==> src/rtl/fpu_cmd_sequencer.sv <==
// ---------------------------------------------------------------------------
// fpu_cmd_sequencer
//
// Command sequencer for the half-precision FPU datapath. Host ADD/SUB/MULT
// commands are queued in a small circular FIFO and issued one at a time to
// the asynchronous adder or multiplier over a 4-phase req/ack handshake.
// Results come back in command order through a single-entry response
// register. A sticky interrupt is raised each time that register is loaded.
//
// Ports
//   clk, rst_n              clock and asynchronous active-low reset
//   cmd_valid/cmd_ready     host command handshake (push on valid && ready)
//   cmd_op, cmd_a, cmd_b    opcode (000 ADD, 001 SUB, 010 MULT) and FP16 operands
//   fpu_a, fpu_b            operands driven to both arithmetic units
//   add_req/add_ack         adder 4-phase handshake (ack is asynchronous)
//   mul_req/mul_ack         multiplier 4-phase handshake (ack is asynchronous)
//   add_result, mul_result  unit results, valid while the matching ack is high
//   rsp_valid/rsp_ready     response handshake (consume on valid && ready)
//   rsp_data, rsp_err       result; 7E00/err on timeout, 0000/err on illegal op
//   busy                    sequencer active or commands waiting
//   irq, irq_clr            sticky response interrupt and its clear
//   q_count                 commands waiting in the queue (in-flight excluded)
// ---------------------------------------------------------------------------
module fpu_cmd_sequencer #(
    parameter int DEPTH       = 4,
    parameter int ACK_TIMEOUT = 255,
    parameter int SYNC_STAGES = 2
) (
    input  logic                   clk,
    input  logic                   rst_n,
    input  logic                   cmd_valid,
    output logic                   cmd_ready,
    input  logic [2:0]             cmd_op,
    input  logic [15:0]            cmd_a,
    input  logic [15:0]            cmd_b,
    output logic [15:0]            fpu_a,
    output logic [15:0]            fpu_b,
    output logic                   add_req,
    output logic                   mul_req,
    input  logic                   add_ack,
    input  logic                   mul_ack,
    input  logic [15:0]            add_result,
    input  logic [15:0]            mul_result,
    output logic                   rsp_valid,
    input  logic                   rsp_ready,
    output logic [15:0]            rsp_data,
    output logic                   rsp_err,
    output logic                   busy,
    output logic                   irq,
    input  logic                   irq_clr,
    output logic [$clog2(DEPTH):0] q_count
);

    localparam int AW   = $clog2(DEPTH);
    localparam int CNTW = AW + 1;
    localparam int CW   = $clog2(ACK_TIMEOUT + 1);

    localparam logic [2:0]      OP_ADD   = 3'b000;
    localparam logic [2:0]      OP_SUB   = 3'b001;
    localparam logic [2:0]      OP_MUL   = 3'b010;
    localparam logic [15:0]     QNAN     = 16'h7E00;
    localparam logic [CNTW-1:0] CNT_FULL = CNTW'(DEPTH);
    localparam logic [CW-1:0]   TMO_LAST = CW'(ACK_TIMEOUT);

    typedef enum logic [2:0] {
        S_IDLE,
        S_ISSUE,
        S_WAIT_HI,
        S_WAIT_LO,
        S_DONE
    } state_t;

    // -----------------------------------------------------------------------
    // Ack synchronisers, one chain per unit (index 0 adder, 1 multiplier).
    // The chains reset to all-ones so that after a reset the IDLE guard
    // treats the ack as still high until the unit is actually seen low for
    // SYNC_STAGES cycles; a unit that was mid-handshake when reset hit can
    // never be mistaken for an idle one.
    // -----------------------------------------------------------------------
    logic [1:0] ack_in;
    logic [1:0] ack_sync;

    assign ack_in = {mul_ack, add_ack};

    genvar gi;
    generate
        for (gi = 0; gi < 2; gi++) begin : g_ack_sync
            logic [SYNC_STAGES-1:0] sync_reg;

            always_ff @(posedge clk or negedge rst_n) begin
                if (!rst_n) begin
                    sync_reg <= '1;
                end else begin
                    sync_reg <= {sync_reg[SYNC_STAGES-2:0], ack_in[gi]};
                end
            end

            assign ack_sync[gi] = sync_reg[SYNC_STAGES-1];
        end
    endgenerate

    // -----------------------------------------------------------------------
    // Command queue storage: {op, a, b} per entry. The head is only ever
    // consumed through the cur_* registers, so the read is registered.
    // -----------------------------------------------------------------------
    logic [34:0] q_mem [DEPTH];

    logic [AW-1:0]   wr_ptr_reg, wr_ptr_next;
    logic [AW-1:0]   rd_ptr_reg, rd_ptr_next;
    logic [CNTW-1:0] count_reg,  count_next;
    logic            q_empty;
    logic            push;
    logic            pop;

    assign q_empty   = (count_reg == '0);
    assign cmd_ready = (count_reg != CNT_FULL);
    assign push      = cmd_valid && cmd_ready;

    always_ff @(posedge clk) begin
        if (push) begin
            q_mem[wr_ptr_reg] <= {cmd_op, cmd_a, cmd_b};
        end
    end

    // -----------------------------------------------------------------------
    // Sequencer state and datapath registers
    // -----------------------------------------------------------------------
    state_t        state_reg,     state_next;
    logic [2:0]    cur_op_reg,    cur_op_next;
    logic [15:0]   cur_a_reg,     cur_a_next;
    logic [15:0]   cur_b_reg,     cur_b_next;
    logic [15:0]   fpu_a_reg,     fpu_a_next;
    logic [15:0]   fpu_b_reg,     fpu_b_next;
    logic          add_req_reg,   add_req_next;
    logic          mul_req_reg,   mul_req_next;
    logic [CW-1:0] tmo_reg,       tmo_next;
    logic [15:0]   res_data_reg,  res_data_next;
    logic          res_err_reg,   res_err_next;
    logic          rsp_valid_reg, rsp_valid_next;
    logic [15:0]   rsp_data_reg,  rsp_data_next;
    logic          rsp_err_reg,   rsp_err_next;
    logic          irq_reg,       irq_next;

    logic cur_is_mul;
    logic cur_legal;
    logic sel_ack;

    assign cur_is_mul = (cur_op_reg == OP_MUL);
    assign cur_legal  = (cur_op_reg == OP_ADD) || (cur_op_reg == OP_SUB) ||
                        (cur_op_reg == OP_MUL);
    // Only the ack of the unit that owns the current command matters once
    // issued; the other unit is idle.
    assign sel_ack    = cur_is_mul ? ack_sync[1] : ack_sync[0];

    always_ff @(posedge clk or negedge rst_n) begin
        if (!rst_n) begin
            state_reg     <= S_IDLE;
            wr_ptr_reg    <= '0;
            rd_ptr_reg    <= '0;
            count_reg     <= '0;
            cur_op_reg    <= '0;
            cur_a_reg     <= '0;
            cur_b_reg     <= '0;
            fpu_a_reg     <= '0;
            fpu_b_reg     <= '0;
            add_req_reg   <= 1'b0;
            mul_req_reg   <= 1'b0;
            tmo_reg       <= '0;
            res_data_reg  <= '0;
            res_err_reg   <= 1'b0;
            rsp_valid_reg <= 1'b0;
            rsp_data_reg  <= '0;
            rsp_err_reg   <= 1'b0;
            irq_reg       <= 1'b0;
        end else begin
            state_reg     <= state_next;
            wr_ptr_reg    <= wr_ptr_next;
            rd_ptr_reg    <= rd_ptr_next;
            count_reg     <= count_next;
            cur_op_reg    <= cur_op_next;
            cur_a_reg     <= cur_a_next;
            cur_b_reg     <= cur_b_next;
            fpu_a_reg     <= fpu_a_next;
            fpu_b_reg     <= fpu_b_next;
            add_req_reg   <= add_req_next;
            mul_req_reg   <= mul_req_next;
            tmo_reg       <= tmo_next;
            res_data_reg  <= res_data_next;
            res_err_reg   <= res_err_next;
            rsp_valid_reg <= rsp_valid_next;
            rsp_data_reg  <= rsp_data_next;
            rsp_err_reg   <= rsp_err_next;
            irq_reg       <= irq_next;
        end
    end

    always_comb begin
        state_next     = state_reg;
        wr_ptr_next    = wr_ptr_reg;
        rd_ptr_next    = rd_ptr_reg;
        count_next     = count_reg;
        cur_op_next    = cur_op_reg;
        cur_a_next     = cur_a_reg;
        cur_b_next     = cur_b_reg;
        fpu_a_next     = fpu_a_reg;
        fpu_b_next     = fpu_b_reg;
        add_req_next   = add_req_reg;
        mul_req_next   = mul_req_reg;
        tmo_next       = tmo_reg;
        res_data_next  = res_data_reg;
        res_err_next   = res_err_reg;
        // A consumed response clears unless DONE reloads it below.
        rsp_valid_next = rsp_valid_reg && !rsp_ready;
        rsp_data_next  = rsp_data_reg;
        rsp_err_next   = rsp_err_reg;
        // A load in DONE overrides a clear in the same cycle.
        irq_next       = irq_reg && !irq_clr;
        pop            = 1'b0;

        case (state_reg)
            S_IDLE: begin
                // Both units must be back at ack-low before a new handshake.
                if (!q_empty && !ack_sync[0] && !ack_sync[1]) begin
                    pop = 1'b1;
                    {cur_op_next, cur_a_next, cur_b_next} = q_mem[rd_ptr_reg];
                    state_next = S_ISSUE;
                end
            end

            S_ISSUE: begin
                if (cur_legal) begin
                    fpu_a_next   = cur_a_reg;
                    // SUB reuses the adder with the sign of B inverted.
                    fpu_b_next   = (cur_op_reg == OP_SUB) ?
                                   {~cur_b_reg[15], cur_b_reg[14:0]} : cur_b_reg;
                    add_req_next = !cur_is_mul;
                    mul_req_next = cur_is_mul;
                    tmo_next     = '0;
                    state_next   = S_WAIT_HI;
                end else begin
                    res_data_next = 16'h0000;
                    res_err_next  = 1'b1;
                    state_next    = S_DONE;
                end
            end

            S_WAIT_HI: begin
                if (sel_ack) begin
                    res_data_next = cur_is_mul ? mul_result : add_result;
                    res_err_next  = 1'b0;
                    add_req_next  = 1'b0;
                    mul_req_next  = 1'b0;
                    state_next    = S_WAIT_LO;
                end else if (tmo_reg + CW'(1) == TMO_LAST) begin
                    // req falls exactly ACK_TIMEOUT cycles after it rose.
                    res_data_next = QNAN;
                    res_err_next  = 1'b1;
                    add_req_next  = 1'b0;
                    mul_req_next  = 1'b0;
                    state_next    = S_WAIT_LO;
                end else begin
                    tmo_next = tmo_reg + CW'(1);
                end
            end

            S_WAIT_LO: begin
                if (!sel_ack) begin
                    state_next = S_DONE;
                end
            end

            S_DONE: begin
                if (!rsp_valid_reg || rsp_ready) begin
                    rsp_valid_next = 1'b1;
                    rsp_data_next  = res_data_reg;
                    rsp_err_next   = res_err_reg;
                    irq_next       = 1'b1;
                    state_next     = S_IDLE;
                end
            end

            default: begin
                state_next = S_IDLE;
            end
        endcase

        if (push) begin
            wr_ptr_next = wr_ptr_reg + AW'(1);
        end
        if (pop) begin
            rd_ptr_next = rd_ptr_reg + AW'(1);
        end
        case ({push, pop})
            2'b10:   count_next = count_reg + CNTW'(1);
            2'b01:   count_next = count_reg - CNTW'(1);
            default: count_next = count_reg;
        endcase
    end

    assign fpu_a     = fpu_a_reg;
    assign fpu_b     = fpu_b_reg;
    assign add_req   = add_req_reg;
    assign mul_req   = mul_req_reg;
    assign rsp_valid = rsp_valid_reg;
    assign rsp_data  = rsp_data_reg;
    assign rsp_err   = rsp_err_reg;
    assign irq       = irq_reg;
    assign busy      = (state_reg != S_IDLE) || !q_empty;
    assign q_count   = count_reg;

endmodule

==> config.mk <==
export PLATFORM = sky130hd
export DESIGN_NAME = fpu_cmd_sequencer
export DESIGN_NICKNAME = d
export VERILOG_FILES = /design/src/rtl/fpu_cmd_sequencer.sv
export SDC_FILE = /design/constraint.sdc
export NUM_CORES = 1
export LEC_CHECK = 0
export BUFFER_PORTS_ARGS = -buffer_cell sky130_fd_sc_hd__buf_2
export CORE_MARGIN = 8
export CORE_UTILIZATION = 50
export DETAILED_ROUTE_END_ITERATION = 6
export HOLD_SLACK_MARGIN = 0.1
export PLACE_DENSITY = 0.75
export SLEW_MARGIN = 20
export SYNTH_ARGS = -nofsm -noshare
export SYNTH_HDL_FRONTEND = slang
export SYNTH_SLANG_ARGS = --single-unit
==> constraint.sdc <==
create_clock -name clk -period 4.2 [get_ports clk]
set_clock_uncertainty 0.2 [all_clocks]
set_input_delay 0.84 -clock clk [delete_from_list [all_inputs] [get_ports clk]]
set_output_delay 0.84 -clock clk [all_outputs]
set_load 0.005 [all_outputs]
# After elaboration in Yosys (flattened, before gate mapping)
# Memories as Yosys holds them, arrays and structs flattened. A register that Yosys moved wholly into a read port is not among the register bits.
# Index checks and enable logic that the tools add are counted.
[word_totals]
ff_bits = 92
mem_bits_rw = 140
wordCells = 109
memories = 1
[classes]
n_addsub = 5
eq_ne = 18
n_mux = 37
n_bitwise = 1
n_reduce_logical = 30
[memory_table]
columns = ["name", "words", "width", "rd", "rd_ports_with_merged_regs", "wr", "line", "source"]
rows = [
  ["q_mem", 4, 35, 1, 1, 1, "106", "logic [34:0] q_mem [DEPTH];"],
]
[ops]
columns = ["cell", "n"]
rows = [
  ["16-bit 2-to-1 mux", 5],
  ["16-bit case mux with 2 select lines", 1],
  ["8-bit 2-to-1 mux", 3],
  ["3-bit 2-to-1 mux", 6],
  ["1-bit 2-to-1 mux", 16],
  ["8-bit case mux with 2 select lines", 1],
  ["3-bit case mux with 5 select lines", 1],
  ["2-bit inequality test, second input constant", 7],
  ["3-bit by 2-bit equality test with 1-bit output, second input constant", 3],
  ["3-bit logical NOT", 3],
  ["8-bit by 1-bit adder with 8-bit output, second input constant", 1],
  ["8-bit equality test, second input constant", 1],
  ["1-bit logical NOT", 8],
  ["4-bit AND reduction", 2],
  ["3-bit by 1-bit equality test with 1-bit output, second input constant", 2],
  ["3-bit inequality test, second input constant", 2],
  ["1-bit case mux with 2 select lines", 3],
  ["3-bit case mux with 2 select lines", 1],
  ["2-bit AND reduction", 3],
  ["3-bit AND reduction", 2],
  ["1-bit logical AND", 5],
  ["2-bit by 1-bit adder with 2-bit output, second input constant", 2],
  ["1-bit logical OR", 4],
  ["2-bit nonzero test", 2],
  ["7 further kinds", 7],
]

# Logic depth before layout (Yosys ltp)
[logic_depth]
ltp_word = 8
depth_mapped = 11
mapped_depth_nobuf = 10

# Worst setup path after synthesis
# Ideal clock, no wire load.
[synth_path]
path_type = "reg-to-reg"
from = "reg count_reg[0], in the netlist q_count[0]"
to = "reg count_reg[2], in the netlist q_count[2]"
setup_time_ns = 0.079
arrival_ns = 2.390
t_required_ns = 3.921
setup_slack_ns = 1.531
path_stages_with_launch = 12
n_path_buf = 2
path_cell_list = "dfrtp_1 > nor3_1 > or3_1 > nor4_1 > buf_2 > buf_4 > ha_1 > inv_1 > fa_1 > xor2_1 > nor2_1 > xor2_1"
[synth_via]
elab_chain_len = 8
word_cells_on_any_way = 14
[synth_lines]
columns = ["element", "line", "source"]
rows = [
  ["start: declaration", "110", "logic [CNTW-1:0] count_reg, count_next;"],
  ["start signal: assignment", "179", "count_reg <= count_next;"],
  ["3-bit logical NOT *", "115", "assign q_empty = (count_reg == '0);"],
  ["1-bit logical NOT *", "223", "if (!q_empty && !ack_sync[0] && !ack_sync[1]) begin"],
  ["1-bit logical AND * (2 in a row)", "223", ""],
  ["1-bit 2-to-1 mux *", "223", ""],
  ["1-bit 2-to-1 mux *", "220", "case (state_reg)"],
  ["net pop", "113", "logic pop;"],
  ["2-bit by 1-bit equality test with 1-bit output / 2-bit equality test (equally long branches)", "293", "case ({push, pop})"],
  ["3-bit case mux with 2 select lines / 2-bit nonzero test (equally long branches)", "-", ""],
]
# Mark *: on every way through the listed nets, which the timed path passes. The rest lies on a longest branch.
# A chain may end at the register's enable or synchronous reset.

# Worst setup path in the final report
[layout_path]
from = "reg count_reg[0], in the netlist q_count[0]"
to = "out busy"
[layout_via]
elab_chain_len = 3
[layout_lines]
columns = ["element", "line", "source"]
rows = [
  ["3-bit logical NOT", "115", ""],
  ["1-bit logical NOT", "308", "assign busy = (state_reg != S_IDLE) || !q_empty;"],
  ["1-bit logical OR", "308", ""],
  ["end: declaration", "48", "output logic busy,"],
]
# Every way passes these cells.

==> results.yml <==
outcome:
  status: "finished, final reports clean"
critical_path:
  reg2reg_depth: 5
  cp.buffers_inverters: 1
  path_max_fanout: 4
  critPathTopFamily: "simple AND/OR/NAND/NOR gates"
  cp_slowest_cell: "dfrtp_1"
  cp.arrival_ps: 1670
  slowest_delay_ps: 420
  crit_required_ps: 3160
  critPathKind: "reg -> out"
  crit_cells: 3
  crit_path_start_kind: "register"
  end_kind: "output pin"
  crit_chain: "nor3_1 -> nand3b_1 -> buf_2"
drt:
  first_pass_iters: 4
  ant_nets: 0
  routedWlPerCell_um: 20.2
  drt_wl_total_mm: 21.1
  drc: 0
  via_count: 5835
  drt_first_iter_violations: 366
  vias_per_cell: 5.58
sta:
  fmax_ghz: 0.369
  fin_crit_ps: 2710
  finalHoldViolations: 0
  worstMarginPinSlew_ps: 1030
  finalCritPeriodShare: 0.646
  slew_violations: 0
  setup_viol: 0
  grt_setup_unrepaired: "no"
  finalSetupTns_ps: 0
  relSlewSlack: 0.316
clocking:
  cts_tree: "done"
  cts-root-buf: "clkbuf_16"
  postCtsResizedCells: 0
  cts_max_path_buffers: 3
  numCtsBuffers: 26
  path_clk_slew_ps: 60
  cts.sinks: 267
  clock_latency_ps: 520
  cts-hold-fix-buffers: 0
  h-tree-depth: 1
  postCtsSetupRepairBufs: 0
die:
  io_pins: 132
  chipHeight_um: 161
  core_area_um2: 20800
  start_util: 0.505
  die_area_um2: 25900
  num_rows: 53
  die_x_um: 161
global_route:
  grt.overflow.total: 0
  antenna_found_initial: 2
  grtUsageTotal: 0.164
  grt_pass1_wl_mm: 34.2
  grt_max_degree: 84
  grt_pass1_vias: 6365
pwr:
  p_switching_mw: 2.59
  p_leak_nw: 4.97
  clkPwrFrac: 0.257
  seq_power_share: 0.476
  ir_drop_mv: 0.439
  power_density_nw_per_um2: 714
  internal_power_mw: 6.20
  combPwrFrac: 0.267
  power_mw: 8.79
  p_sw_frac: 0.295
place:
  dpl.cell_count: 999
  dp_hpwl_mm: 13.6
  place_congestion: 0.815
  portBuffers: 131
synth:
  seq_area_frac_synth: 0.702
  ys_top_cells_by_count: "140 x edfxtp_1, 123 x dfrtp_1, 77 x mux2_2"
  yosysTopAreaCell: "edfxtp_1"
  synth_top_cell_area_share: 0.399
  syn_area_um2: 10500
  ys_warn_count: 0
  synth.distinct_cells: 60
  synth_top_cells_by_area: "edfxtp_1 40%, dfrtp_1 29%, mux2_2 8.2%, mux4_2 7.5%, mux2i_1 1.1%"
  synthesis.area_per_instance_um2: 17.2
  synth-edff-count: 140
  ys.flop_type: "edfxtp_1"
  async_reset_ff_frac: 0.476
  synth_fp_nets: 694
  ys_ff_latch: 267
  synth_cells: 612
  yosysMostFrequentCell: "edfxtp_1"
finish:
  final_cells: 1046
  area_growth_pct: 16.9
  top_register: "q_mem"
  largest_reg_flops: 140
  drive_gt1_frac: 0.407
  nFillCells: 1569
  antenna_cells: 0
  nNetsFinal: 834
run:
  maxCapViolCount: 0
worst_hold_path:
  holdPathStages: 0
  hold_class: "reg -> reg"
[through the flow]
| step | hold WS (ps) | worst slack, ps | cell area (um2) | util |
|---|---|---|---|---|
| after detailed placement | 148 | 1560 | 11500 | 0.550 |
| after global routing | 167 | 1320 | 12300 | 0.591 |
| after floorplan | 145 | 1530 | 10500 | - |
| final | 164 | 1490 | 12300 | 0.591 |
| after global placement | 156 | 1630 | 11500 | 0.550 |
| after CTS | 165 | 1430 | 12300 | 0.591 |
[worst reg2reg max path, delay by kind of cell, from the launching register on]
| kind | cells | cell delay [ps] |
|---|---|---|
| AO/OA/AOI/OAI | 2 | 360 |
| AND/OR/NAND/NOR | 3 | 1400 |
| flip-flops | 1 | 560 |
[metal layers]
metal | vias up | wire, um | track usage
li1 | 2606 | - | -
met1 | 3007 | 8570 | 0.196
met3 | 33 | 1450 | 0.0407
met5 | - | 27 | 0
met2 | 185 | 10800 | 0.291
met4 | 4 | 296 | 0.0429
[cell families (layout without fill, tap and decap cells)]
group                      after synthesis  in the layout  synth area share
AOI/OAI and AO/OA                       73             73            0.0484
xor gates and xnor gates                 8              8           0.00666
adders and majority gates                8              8            0.0102
buffers and inverters                   49            208            0.0216
DFF                                    267            267             0.702
muxes                                  124            124             0.169
and+or+nand+nor                         83             83            0.0426
[final cells by class]
| class | count | area [um2] | area share |
|---|---|---|---|
| tap | 275 | 344 | 0.0280 |
| multi-input combinational | 296 | 2920 | 0.238 |
| timing repair buffer | 138 | 714 | 0.0581 |
| clock inverter | 5 | 48.8 | 0.00397 |
| sequential | 267 | 7390 | 0.601 |
| clock buffer | 42 | 793 | 0.0645 |
| inverter | 23 | 86.3 | 0.00702 |
[power groups by stage]
stage               logic (mW)  registers, mW  clock network (mW)
finish                    2.35           4.19                2.26
detailed placement        2.38           4.24                   0
global placement          2.27           4.18                   0
floorplan                 1.81           3.93                   0
global route              2.57           4.30                2.40
CTS                       2.39           4.20                2.31
[cell usage in the layout, fill, tap and decap left out, drive strengths merged, types with 2 or more instances in the layout]
cell type	count
mux2i	12
o21a	2
clkinv	4
xnor2	4
a22oi	2
mux4	35
a21oi	21
o2bb2ai	10
o211ai	5
nand2b	2
buf	138
clkbuf	42
o21ai	19
ha	7
xor2	4
dfrtp	123
mux2	77
and2	5
nand3	14
inv	23
nor2	8
and3	8
nand2	29
edfxtp	140
nor2b	4
dfstp	4
nor3	4
[worst paths after layout]
check | from | to | slack [ps]
setup / recovery | q_count[0] | busy | 1490
hold / removal | g_ack_sync[0].sync_reg[0] | g_ack_sync[0].sync_reg[1] | 160
setup reg to reg | state_reg[2] | tmo_reg[5] | 1550
hold reg to reg | g_ack_sync[0].sync_reg[0] | g_ack_sync[0].sync_reg[1] | 160
max in group asynchronous | rst_n | g_ack_sync[1].sync_reg[0] | 2730
min in group asynchronous | rst_n | irq | 190
No activity file was read; power rests on OpenSTA's default activity.
